[src/rtl/pipe_hazard_ctrl_pkg.sv]
// Shared definitions for the pipeline stall/flush controller.
//   state_t   : controller state encoding (RUN / MD_BUSY)
//   REG_ZERO  : hard-wired zero register number, never a hazard source
//   NOP_INSN  : instruction word loaded into a flushed pipeline register
package pipe_hazard_ctrl_pkg;

    typedef enum logic {
        RUN     = 1'b0,
        MD_BUSY = 1'b1
    } state_t;

    localparam logic [4:0]  REG_ZERO = 5'd0;
    localparam logic [31:0] NOP_INSN = 32'h0000_0000;

endpackage

[src/rtl/pipe_hazard_ctrl_stall_counter.sv]
// hazard_stall_counter: saturating up-counter of stall cycles.
// Ports:
//   clk    : clock, counts on the falling edge
//   reset  : asynchronous, active-low clear
//   inc    : count enable for this edge
//   count  : current value, holds at all-ones
module hazard_stall_counter #(
    parameter int CW = 16
) (
    input  logic          clk,
    input  logic          reset,
    input  logic          inc,
    output logic [CW-1:0] count
);

    always_ff @(negedge clk or negedge reset) begin
        if (!reset) begin
            count <= '0;
        end else if (inc && (count != {CW{1'b1}})) begin
            count <= count + 1'b1;
        end
    end

endmodule

[src/rtl/pipe_hazard_ctrl.sv]
// pipe_hazard_ctrl: central stall/flush controller for the 5-stage pipeline.
// Resolves load-use (one bubble), taken branches in EX (squash IF/ID and
// ID/EX) and multi-cycle mult/div (front end frozen for MD_LAT-1 cycles).
// Ports:
//   clk, reset                    : clock (falling-edge state), async active-low reset
//   id_rs, id_rt, id_uses_rt      : source operands of the ID instruction
//   ex_mem_read, ex_rt            : EX instruction is a load, and its destination
//   ex_branch_taken               : branch/jump in EX resolved taken
//   ex_md_start                   : EX instruction is mult/div
//   pc_en .. memwb_en, *_flush    : pipeline register enables and clears
//   md_busy                       : controller is in MD_BUSY
//   stall_cycles                  : saturating count of cycles with pc_en=0
//
// state   | meaning
// RUN     | normal flow; branch, mult/div start and load-use resolved here
// MD_BUSY | mult/div occupying EX; front end frozen until md_cnt reaches 0
module pipe_hazard_ctrl
    import pipe_hazard_ctrl_pkg::*;
#(
    parameter int MD_LAT = 4,
    parameter int CW     = 16
) (
    input  logic          clk,
    input  logic          reset,
    input  logic [4:0]    id_rs,
    input  logic [4:0]    id_rt,
    input  logic          id_uses_rt,
    input  logic          ex_mem_read,
    input  logic [4:0]    ex_rt,
    input  logic          ex_branch_taken,
    input  logic          ex_md_start,
    output logic          pc_en,
    output logic          ifid_en,
    output logic          ifid_flush,
    output logic          idex_en,
    output logic          idex_flush,
    output logic          exmem_en,
    output logic          exmem_flush,
    output logic          memwb_en,
    output logic          md_busy,
    output logic [CW-1:0] stall_cycles
);

    // The start cycle itself is one stall cycle, so the counter is loaded
    // with MD_LAT-2 to give MD_LAT-1 frozen cycles in total.
    localparam bit         MD_STALLS = (MD_LAT > 1);
    localparam logic [3:0] MD_INIT   = (MD_LAT > 1) ? 4'(MD_LAT - 2) : 4'd0;

    state_t     state, state_nxt;
    logic [3:0] md_cnt, md_cnt_nxt;
    logic       load_use;

    assign load_use = ex_mem_read && (ex_rt != REG_ZERO) &&
                      ((ex_rt == id_rs) || (id_uses_rt && (ex_rt == id_rt)));

    always_ff @(negedge clk or negedge reset) begin
        if (!reset) begin
            state  <= RUN;
            md_cnt <= 4'd0;
        end else begin
            state  <= state_nxt;
            md_cnt <= md_cnt_nxt;
        end
    end

    always_comb begin
        state_nxt   = state;
        md_cnt_nxt  = md_cnt;
        pc_en       = 1'b1;
        ifid_en     = 1'b1;
        ifid_flush  = 1'b0;
        idex_en     = 1'b1;
        idex_flush  = 1'b0;
        exmem_en    = 1'b1;
        exmem_flush = 1'b0;
        memwb_en    = 1'b1;
        md_busy     = 1'b0;

        case (state)
            RUN: begin
                if (ex_branch_taken) begin
                    ifid_flush = 1'b1;
                    idex_flush = 1'b1;
                end else if (ex_md_start && MD_STALLS) begin
                    pc_en       = 1'b0;
                    ifid_en     = 1'b0;
                    idex_en     = 1'b0;
                    exmem_flush = 1'b1;
                    state_nxt   = MD_BUSY;
                    md_cnt_nxt  = MD_INIT;
                end else if (load_use) begin
                    pc_en      = 1'b0;
                    ifid_en    = 1'b0;
                    idex_flush = 1'b1;
                end
            end
            MD_BUSY: begin
                md_busy = 1'b1;
                if (md_cnt != 4'd0) begin
                    pc_en       = 1'b0;
                    ifid_en     = 1'b0;
                    idex_en     = 1'b0;
                    exmem_flush = 1'b1;
                    md_cnt_nxt  = md_cnt - 4'd1;
                end else begin
                    // mult/div moves to MEM on this edge, so it cannot retrigger
                    state_nxt = RUN;
                end
            end
            default: begin
                state_nxt = RUN;
            end
        endcase

        if (!reset) begin
            pc_en       = 1'b0;
            ifid_en     = 1'b0;
            ifid_flush  = 1'b0;
            idex_en     = 1'b0;
            idex_flush  = 1'b0;
            exmem_en    = 1'b0;
            exmem_flush = 1'b0;
            memwb_en    = 1'b0;
            md_busy     = 1'b0;
        end
    end

    hazard_stall_counter #(
        .CW(CW)
    ) u_stall_counter (
        .clk   (clk),
        .reset (reset),
        .inc   (reset && !pc_en),
        .count (stall_cycles)
    );

endmodule
[config.mk]
export PLATFORM = sky130hd
export DESIGN_NAME = pipe_hazard_ctrl
export DESIGN_NICKNAME = d
export VERILOG_FILES = /design/src/rtl/pipe_hazard_ctrl_pkg.sv /design/src/rtl/pipe_hazard_ctrl_stall_counter.sv /design/src/rtl/pipe_hazard_ctrl.sv
export SDC_FILE = /design/constraint.sdc
export NUM_CORES = 1
export LEC_CHECK = 0
export CORE_ASPECT_RATIO = 0.5
export CORE_MARGIN = 10
export CORE_UTILIZATION = 30
export DETAILED_ROUTE_END_ITERATION = 7
export GPL_TIMING_DRIVEN = 0
export PLACE_DENSITY = 0.6
export RECOVER_POWER = 25
export SYNTH_ARGS = -nofsm -noshare
export SYNTH_HDL_FRONTEND = slang
export SYNTH_SLANG_ARGS = --single-unit
[constraint.sdc]
create_clock -name clk -period 2 [get_ports clk]
set_input_delay 0.4 -clock clk [delete_from_list [all_inputs] [get_ports clk]]
set_output_delay 0.4 -clock clk [all_outputs]
set_load 0.02 [all_outputs]
==> flow_summary.toml, run 1 <==
[critical_path]
r2r_end = "md_cnt[0]$_DFFE_NN0P_"
r2r-start = "md_cnt[0]$_DFFE_NN0P_"
rr_worst_depth = 24
cp.arrival_ns = 2.76
cp_slowest_cell = "dfrtn_1"
crit_path_end_kind = "primary output"
setup.reg_to_reg.worst_slack_ns = -0.99
crit_start = "md_cnt[0]$_DFFE_NN0P_"
worstPathMaxFanout = 2
start_kind = "flip-flop"
cp_num_cells = 9
path_delay_family = "simple AND/OR/NAND/NOR gates"
worst-path-buf-inv = 3
crit_type = "reg -> out"
crit_required_ns = 1.60
cpPeakStageDelay_ns = 0.44
cp_cell_sequence = "inv_2, ha_4, nand2_2, nand2_2, and2_4, and2_4, and2b_2, buf_6, buf_6"

[route]
dr.pass1.iters = 4
wl_per_cell_microns = 14.9
wl_met1_mm = 1.75
top_layer = "met4"
met2_length_mm = 2.23
drc_errors = 0
wl_mm = 4.27
vias_per_cell = 4.61
vias = 1319
drt_iter0_markers = 26
drt.antenna.violating_nets = 0
met3_length_microns = 289

[global_routing]
grt_antenna_before_repair = 0
grt_max_degree = 31
grt_pass1_wl_mm = 6.56
overflow = 0
grt_usage_pct = 11.3
grt_pass1_vias = 1396

[floorplan]
core_area_sq_mm = 0.00390
initial_utilization_pct = 31.3
die_w_microns = 110
num_io_pins = 46
chipHeight_microns = 65.1
fp.dieArea_sq_mm = 0.00718
row_count = 16

[power]
powerDensity_mw_per_mm2 = 1180
ir_drop_uv = 451
p_leak_nw = 1.25

[finish]
antenna_cells = 0
synthToLayoutAreaGrowth_pct = 107
multi_input_comb_area_sq_um = 840
layout-drive-gt1-share_pct = 60.8
nFillCells = 301
seq_area_sq_um = 526
fin_cells = 286
nets = 256

[placement]
place_hpwl_mm = 2.47
numPortBuffers = 45
post-place-cells = 221
gp_congestion = 0.838
place_ws_ns = -1.76

[synthesis]
yosysTopAreaCell = "dfrtn_1"
syn_nets = 145
syn_area_per_cell_sq_um = 10.0
synthCells = 122
synth_cell_types = 34
synth_top_area_share_pct = 43.0
yosysSeqAreaShare_pct = 43.0
synth_seq_cells = 21
netlist_area_sq_mm = 0.00122
synth_warnings = 0
synthTopCellsByArea = "dfrtn_1, xnor2_1, xor2_1"

[clock_tree]
cts_buffers = 3
cts_tree = "done"
clock_latency_ns = 0.27
holdBufCountCts = 0
worst_setup_hold_path_clk_slew_ns = 0.05
htree_levels = 1
clk_path_buf_depth = 2
clockRootBuffer = "clkbuf_8"
cts.sinks = 21

[sta]
setup_viol_count_final = 42
fin_ws_ns = -1.16
skew_ns = 0.000513
relSlewSlack_pct = 57.4
fin_setup_tns_ns = -26.63
maxSlewViolCount = 0
worst_slew_pin_slew_ns = 0.637
final_hold_viol_count = 0
rsz0062_at_grt = "true"

[status]
violations = "negative setup slack"
status = "finished, violations left"

[min_path]
worstHoldStart = "md_cnt[2]$_DFFE_NN0P_"
holdPathStages = 1
hold_path_class = "reg -> reg"
min_to = "md_cnt[2]$_DFFE_NN0P_"

[job]
drv_cap = 0
==> metrics by stage <==
stage | power (mW) | cell area [sq um] | hold slack [ns] | util (%)
4_1_cts | 2.71 | 2330 | 0.518 | 59.7
3_5_place_dp | 1.61 | 1800 | 0.436 | 46.1
6_report | 2.98 | 2530 | 0.521 | 64.8
2_1_floorplan | 1.23 | 1280 | 0.403 | -
5_1_grt | 3.15 | 2530 | 0.544 | 64.8
3_3_place_gp | 1.59 | 1800 | 0.433 | 46.1
==> registers in the layout, summed over array words and instances (netlist names) <==
| name | count |
|---|---|
| u_stall_counter.count | 16 |
| md_cnt | 4 |
| state | 1 |
==> area by class of cell <==
class                      instances  share of cell area [%]
timing repair buffer             106                    38.8
multi-input combinational         91                    33.2
sequential                        21                    20.8
tap                               54                    2.67
buffer                             5                    1.93
clock buffer                       4                    1.78
inverter                           5                   0.841
==> power by group <==
part / switching (mW) / leakage [nW] / internal [mW] / total (mW)
sequential: 0.0829 / 0.269 / 0.544 / 0.627
clock: 0.140 / 0.0228 / 0.142 / 0.282
combinational: 0.837 / 0.961 / 1.24 / 2.07
==> synthesized netlist by cell type <==
library cell	number
dfrtn_1	21
xnor2_1	13
xor2_1	11
nand2_1	10
nor2_1	9
nand4_1	7
and2_1	5
and3_1	5
inv_1	5
nand3_1	5
a21oi_1	3
buf_4	3
ha_1	2
nor3_1	2
nor3b_1	2
a31o_2	1
a31oi_1	1
a32oi_1	1
and2b_1	1
and3b_1	1
and4_1	1
buf_2	1
buf_6	1
mux2_1	1
mux2i_1	1
nand2b_1	1
nor2b_1	1
nor4_2	1
nor4_4	1
o2111ai_1	1
o211a_4	1
o21ai_0	1
o21ai_1	1
or4_1	1
==> what timing repair did <==
action | CTS | global route
endpoints found under the hold margin | 0 | 0
resized for setup | 213 | 35
pin swaps | 32 | 21
endpoints found under the setup margin | 66 | 42
gates cloned | 1 | 0
buffers inserted | 56 | 12
==> how the worst max path moves through the flow <==
stage	endpoint	slack, ns
floorplan	u_stall_counter.count[3]$_DFFE_NN0P_	-1.00
global placement	u_stall_counter.count[14]$_DFFE_NN0P_	-1.75
detailed placement	u_stall_counter.count[14]$_DFFE_NN0P_	-1.76
CTS	pc_en	-1.12
global route	pc_en	-1.20
finish	pc_en	-1.16
==> kinds of logic (layout without fill, tap and decap cells) <==
group	count (synthesis)	count (layout)	synth area share, %
compound gates	10	10	6.15
xor+xnor	24	24	17.2
fa+ha+maj	2	2	2.05
buf+inv	10	120	4.71
flops	21	21	43.0
mux	2	2	1.74
simple gates	53	53	25.1
==> per-layer routing <==
metal  vias up  track usage [%]
met2        36             20.5
met3         2             3.31
met1       645             12.6
met4         0             3.34
li1        636                -
met5         -                0
==> layout by cell type (no fill, tap or decap), drive strengths merged <==
master,Yosys,final
a21oi,3,3
a31o,1,1
a31oi,1,1
a32oi,1,1
and2,5,5
and2b,1,1
and3,5,5
and3b,1,1
and4,1,1
buf,5,99
clkbuf,0,5
clkdlybuf4s15,0,1
clkdlybuf4s50,0,4
dfrtn,21,21
dlygate4sd2,0,6
ha,2,2
inv,5,5
mux2,1,1
mux2i,1,1
nand2,10,10
nand2b,1,1
nand3,5,5
nand4,7,7
nor2,9,9
nor2b,1,1
nor3,2,2
nor3b,2,2
nor4,2,2
o2111ai,1,1
o211a,1,1
o21ai,2,2
or4,1,1
xnor2,13,13
xor2,11,11
Power figures use the tool's default switching activity.
==> run 2: changes to the inputs <==
CELL_PAD_IN_SITES_DETAIL_PLACEMENT = 0   (was default)
CELL_PAD_IN_SITES_GLOBAL_PLACEMENT = 1   (was default)
CORE_UTILIZATION = 29   (was 30)
PLACE_DENSITY = 0.75   (was 0.6)
SLEW_MARGIN = 20   (was default)
==> run 2 against run 1 <==
Effect of this change:
- the run still ends with negative setup slack left
- worst setup slack gained 0.027 ns
- clock skew grew 0.0053 ns
- combinational power shrank 29%
- register-to-register slack gained 0.62 ns
- count of clock-buffer cells in the layout is the same
- clock power shrank 2%
- sequential cell count is the same
- wire length shrank 13%
- critical endpoint unchanged
- largest cell class is now multi-input gates
- largest power group unchanged
- highest routed layer unchanged
==> flow_summary.toml, run 2 (same netlist as run 1, synthesis figures left out) <==
[global_routing]
grt_busiest_layer = "met2"
use_met1_pct = 11.1
grt_pass1_vias = 1254
grt_antenna_before_repair = 0
overflow = 0
grtUsageMet2_pct = 17.8
grt_usage_pct = 9.74
use_met3_pct = 2.45
grt_pass1_wl_mm = 6.02
grt_max_degree = 31

[floorplan]
row_count = 16
num_io_pins = 46
chipHeight_microns = 65.9
fp.dieArea_sq_mm = 0.00736
initial_utilization_pct = 30.7
core_area_sq_mm = 0.00398
die_w_microns = 112

[finish]
nets = 226
largest_register = "u_stall_counter.count"
synthToLayoutAreaGrowth_pct = 83.9
fin_area_sq_mm = 0.00225
antenna_cells = 0
layout-drive-gt1-share_pct = 53.5
layout_commonest_cell = "buf_6"
largest_reg_flops = 16
final_util_pct = 56.4
top_regs = "u_stall_counter.count: 16 flops, md_cnt: 4 flops, state: 1 flops"
nFillCells = 349
fin_cells = 256
mostFrequentLayoutCells = "buf_6, buf_4, dfrtn_1"

[sta]
fin_setup_tns_ns = -25.13
holdWs_ns = 0.465
relSlewSlack_pct = 58.8
rsz0062_at_grt = "true"
worst_slew_pin_slew_ns = 0.616
final_hold_viol_count = 0
skew_ns = 0.00583
fin_ws_ns = -1.13
maxSlewViolCount = 0
setup_viol_count_final = 41

[critical_path]
r2r-start = "u_stall_counter.count[0]$_DFFE_NN0P_"
cpPeakStageDelay_ns = 0.34
cp_slowest_cell = "dfrtn_1"
start_kind = "flip-flop"
rr_worst_depth = 9
crit_start = "state$_DFF_NN0_"
path_delay_family = "simple AND/OR/NAND/NOR gates"
worst-path-buf-inv = 4
crit_path_end_kind = "primary output"
path_common_cell = "buf_6"
r2r_end = "u_stall_counter.count[15]$_DFFE_NN0P_"
worstPathMaxFanout = 6
setup.reg_to_reg.worst_slack_ns = -0.37
endpoint = "pc_en"
crit_type = "reg -> out"
crit_required_ns = 1.60
cp_cell_sequence = "buf_6, buf_4, nor4_4, and2b_2, buf_6, buf_6"
cp_num_cells = 6
cp.arrival_ns = 2.73

[status]
violations = "negative setup slack"
status = "finished, violations left"

[placement]
post-place-cells = 221
numPortBuffers = 45
place_hpwl_mm = 2.45
gp_congestion = 0.820
place_ws_ns = -1.74
dpl_cell_area_sq_mm = 0.00180

[power]
ir_drop_uv = 475
p_leak_nw = 1.08
powerDensity_mw_per_mm2 = 1050
p_total_mw = 2.37

[clock_tree]
clock_latency_ns = 0.27
clockRootBuffer = "clkbuf_8"
htree_levels = 1
cts_tree = "done"
cts.sinks = 21
cts_buffers = 3
worst_setup_hold_path_clk_slew_ns = 0.05
clk_path_buf_depth = 2
holdBufCountCts = 0

[route]
drt_iter0_markers = 28
vias = 1184
drt.antenna.violating_nets = 0
wl_per_cell_microns = 14.6
dr.pass1.iters = 3
drc_errors = 0
wl_mm = 3.73
vias_per_cell = 4.63

[job]
drv_cap = 0

[min_path]
hold_path_class = "reg -> reg"
## run 2: worst reg2reg max path: stages, from the launching register on
cell,delay [ns]
dfrtn_1,0.43
buf_4,0.15
ha_1,0.21
nand3_1,0.12
nor2_1,0.51
nand4_1,0.19
o211a_4,0.22
buf_6,0.14
and3_4,0.14
xor2_1,0.13
## run 2: worst min-delay path by stage
stage | from | to | slack (ns) | depth (start not counted)
floorplan | md_cnt[0]$_DFFE_NN0P_ | md_cnt[0]$_DFFE_NN0P_ | 0.40 | 1
global placement | u_stall_counter.count[8]$_DFFE_NN0P_ | u_stall_counter.count[8]$_DFFE_NN0P_ | 0.43 | 1
detailed placement | u_stall_counter.count[9]$_DFFE_NN0P_ | u_stall_counter.count[9]$_DFFE_NN0P_ | 0.43 | 1
CTS | md_cnt[0]$_DFFE_NN0P_ | md_cnt[0]$_DFFE_NN0P_ | 0.47 | 1
global route | u_stall_counter.count[9]$_DFFE_NN0P_ | u_stall_counter.count[9]$_DFFE_NN0P_ | 0.51 | 1
finish | u_stall_counter.count[9]$_DFFE_NN0P_ | u_stall_counter.count[9]$_DFFE_NN0P_ | 0.46 | 1
## run 2: routing by layer
| layer | part of all wire [%] | vias up | routed length [microns] |
|---|---|---|---|
| met1 | 44 | 573 | 1640 |
| met3 | 4.5 | 2 | 168 |
| met5 | 0 | - | 0 |
| met4 | 0.83 | 0 | 31 |
| met2 | 51 | 30 | 1890 |
| li1 | - | 579 | - |
## run 2: layout make-up
| type | count | area, sq um | area share [%] |
|---|---|---|---|
| multi-input combinational | 91 | 818 | 36.4 |
| timing repair buffer | 76 | 717 | 31.9 |
| sequential | 21 | 526 | 23.4 |
| tap | 54 | 67.6 | 3.01 |
| buffer | 5 | 48.8 | 2.17 |
| clock buffer | 4 | 45.0 | 2.01 |
| inverter | 5 | 23.8 | 1.06 |
## run 2: what timing repair did
action / CTS / global route
buffers inserted: 29 / 2
pin swaps: 33 / 13
endpoints found under the setup margin: 46 / 42
resized for setup: 200 / 18
cloned: 1 / 0
## run 2: where the power goes
part           internal [mW]  leakage, nW  switching, mW
Sequential             0.544        0.269         0.0788
Clock                  0.142       0.0228          0.135
Combinational          0.794        0.791          0.674
Total                   1.48         1.08          0.887
==> run 3: changes to the inputs <==
CAP_MARGIN = 20   (was default)
CORE_MARGIN = default   (was 10)
PLACE_DENSITY = default   (was 0.75)
PLACE_DENSITY_LB_ADDON = 0.3   (was default)
==> run 3 against run 2 <==
Effect of this change:
- the flow still finishes with violations (negative setup slack)
- global-route usage is 3.7 points higher
- design area rose by 0.45%
- combinational power is essentially flat
- sequential cell count is the same
- count of clock-buffer cells in the layout is the same
- first-iteration DRC count rose by 68%
- die area down 39%
- largest power group unchanged
==> flow_summary.toml, run 3 (same netlist as run 1, synthesis figures left out) <==
[status]
status = "finished, violations left"
violations = "negative setup slack"

[floorplan]
fp.dieArea_sq_mm = 0.00449
num_io_pins = 46
die_w_microns = 93.8
chipHeight_microns = 47.9
core_area_sq_mm = 0.00396
initial_utilization_pct = 30.8
row_count = 16

[critical_path]
worstPathMaxFanout = 2
start_kind = "flip-flop"
crit_path_end_kind = "primary output"
cp.arrival_ns = 2.70
crit_required_ns = 1.60
crit_type = "reg -> out"
crit_start = "md_cnt[1]$_DFFE_NN0P_"
r2r-start = "u_stall_counter.count[1]$_DFFE_NN0P_"

[sta]
skew_ns = 0.00281
maxSlewViolCount = 0
worst_slew_pin_slew_ns = 0.620
setup_viol_count_final = 41
fin_ws_ns = -1.10
final_hold_viol_count = 0
rsz0062_at_grt = "true"
relSlewSlack_pct = 58.5

[clock_tree]
worst_setup_hold_path_clk_slew_ns = 0.05
clockRootBuffer = "clkbuf_8"
clock_latency_ns = 0.27
clk_path_buf_depth = 2
holdBufCountCts = 0
htree_levels = 1
cts.sinks = 21
cts_tree = "done"
cts_buffers = 3

[placement]
gp_congestion = 0.686
place_hpwl_mm = 1.96
numPortBuffers = 45

[global_routing]
grt_antenna_before_repair = 0
grt_max_degree = 31
overflow = 0
grt_usage_pct = 13.5
grt_pass1_vias = 1045
grt_pass1_wl_mm = 4.66

[min_path]
hold_path_class = "reg -> reg"
worstHoldStart = "u_stall_counter.count[7]$_DFFE_NN0P_"

[route]
vias_per_cell = 4.58
drc_errors = 0
drt_iter0_markers = 47
wl_mm = 3.21
drt.antenna.violating_nets = 0
dr.pass1.iters = 4
vias = 1205
wl_per_cell_microns = 12.2

[finish]
synthToLayoutAreaGrowth_pct = 84.7
largest_reg_flops = 16
layout-drive-gt1-share_pct = 53.1
nFillCells = 351
largest_register = "u_stall_counter.count"
nets = 233
mostFrequentLayoutCells = "buf_6, buf_4, dfrtn_1"
final_util_pct = 56.9
antenna_cells = 0
layout_commonest_cell = "buf_6"
top_regs = "u_stall_counter.count: 16 flops, md_cnt: 4 flops, state: 1 flops"

[power]
powerDensity_mw_per_mm2 = 1050
p_total_mw = 2.38
ir_drop_uv = 673
p_leak_nw = 1.09

[job]
drv_cap = 0
==> run 3: cell types whose count changed in the layout (fill, tap and decap cells not counted), moves of 2 or more <==
cell     delta
xor2_1      +2
xor2_2      -2
buf_6       +2
nand2_1     +2
buf_4       +6
==> run 3: layout make-up <==
cell class	instances	area, sq um	share of cell area, %
Multi-Input combinational cell	91	786	34.8
Timing Repair Buffer	83	762	33.8
Sequential cell	21	526	23.3
Tap cell	54	67.6	3.00
Buffer	5	48.8	2.16
Clock buffer	4	45.0	2.00
Inverter	5	21.3	0.943
==> run 3: power breakdown <==
part | leakage (nW) | total (mW) | internal [mW] | switching [mW]
registers | 0.269 | 0.623 | 0.544 | 0.0790
logic | 0.802 | 1.48 | 0.827 | 0.650
clock network | 0.0228 | 0.277 | 0.142 | 0.135
==> run 3: layer usage <==
metal | up-vias | track usage, % | part of all wire [%]
li1 | 592 | - | -
met1 | 583 | 17.3 | 44
met2 | 30 | 23.1 | 50
met3 | 0 | 4.44 | 6.0
met4 | 0 | 2.15 | 0
met5 | - | 0 | 0
==> run 3: timing repair <==
item | 4_1_cts | 5_1_grt
gates cloned | 2 | 0
buffers inserted | 30 | 6
pin swaps | 35 | 9
gates resized for setup | 203 | 12
endpoints found under the setup margin | 46 | 42
==> run 3: worst paths after layout <==
check	endpoint	slack, ns	cells past startpoint
max in group asynchronous	u_stall_counter.count[4]$_DFFE_NN0P_	0.77	1
hold reg to reg	u_stall_counter.count[7]$_DFFE_NN0P_	0.49	1
hold / removal	u_stall_counter.count[7]$_DFFE_NN0P_	0.49	1
min in group asynchronous	md_cnt[1]$_DFFE_NN0P_	0.93	1
setup reg to reg	u_stall_counter.count[15]$_DFFE_NN0P_	-0.41	9
setup / recovery	pc_en	-1.10	9
==> run 3: critical path, cell delays in order, from the launching register on <==
cell	delay (ns)
dfrtn_1	0.42
inv_2	0.06
ha_4	0.15
nand2_1	0.05
nand2_1	0.06
and2_4	0.14
and2_4	0.13
and2b_2	0.19
buf_6	0.11
buf_6	0.12
==> run 3: stage by stage <==
stage / hold WS (ns) / worst slack [ns] / instances / area [sq um] / TNS [ns]
floorplan: 0.403 / -1.00 / 122 / 1280 / -17.48
global placement: 0.429 / -1.75 / 221 / 1800 / -64.46
detailed placement: 0.437 / -1.72 / 221 / 1800 / -43.49
CTS: 0.481 / -1.09 / 257 / 2170 / -24.10
global route: 0.511 / -1.16 / 263 / 2260 / -27.91
finish: 0.491 / -1.10 / 263 / 2260 / -24.04
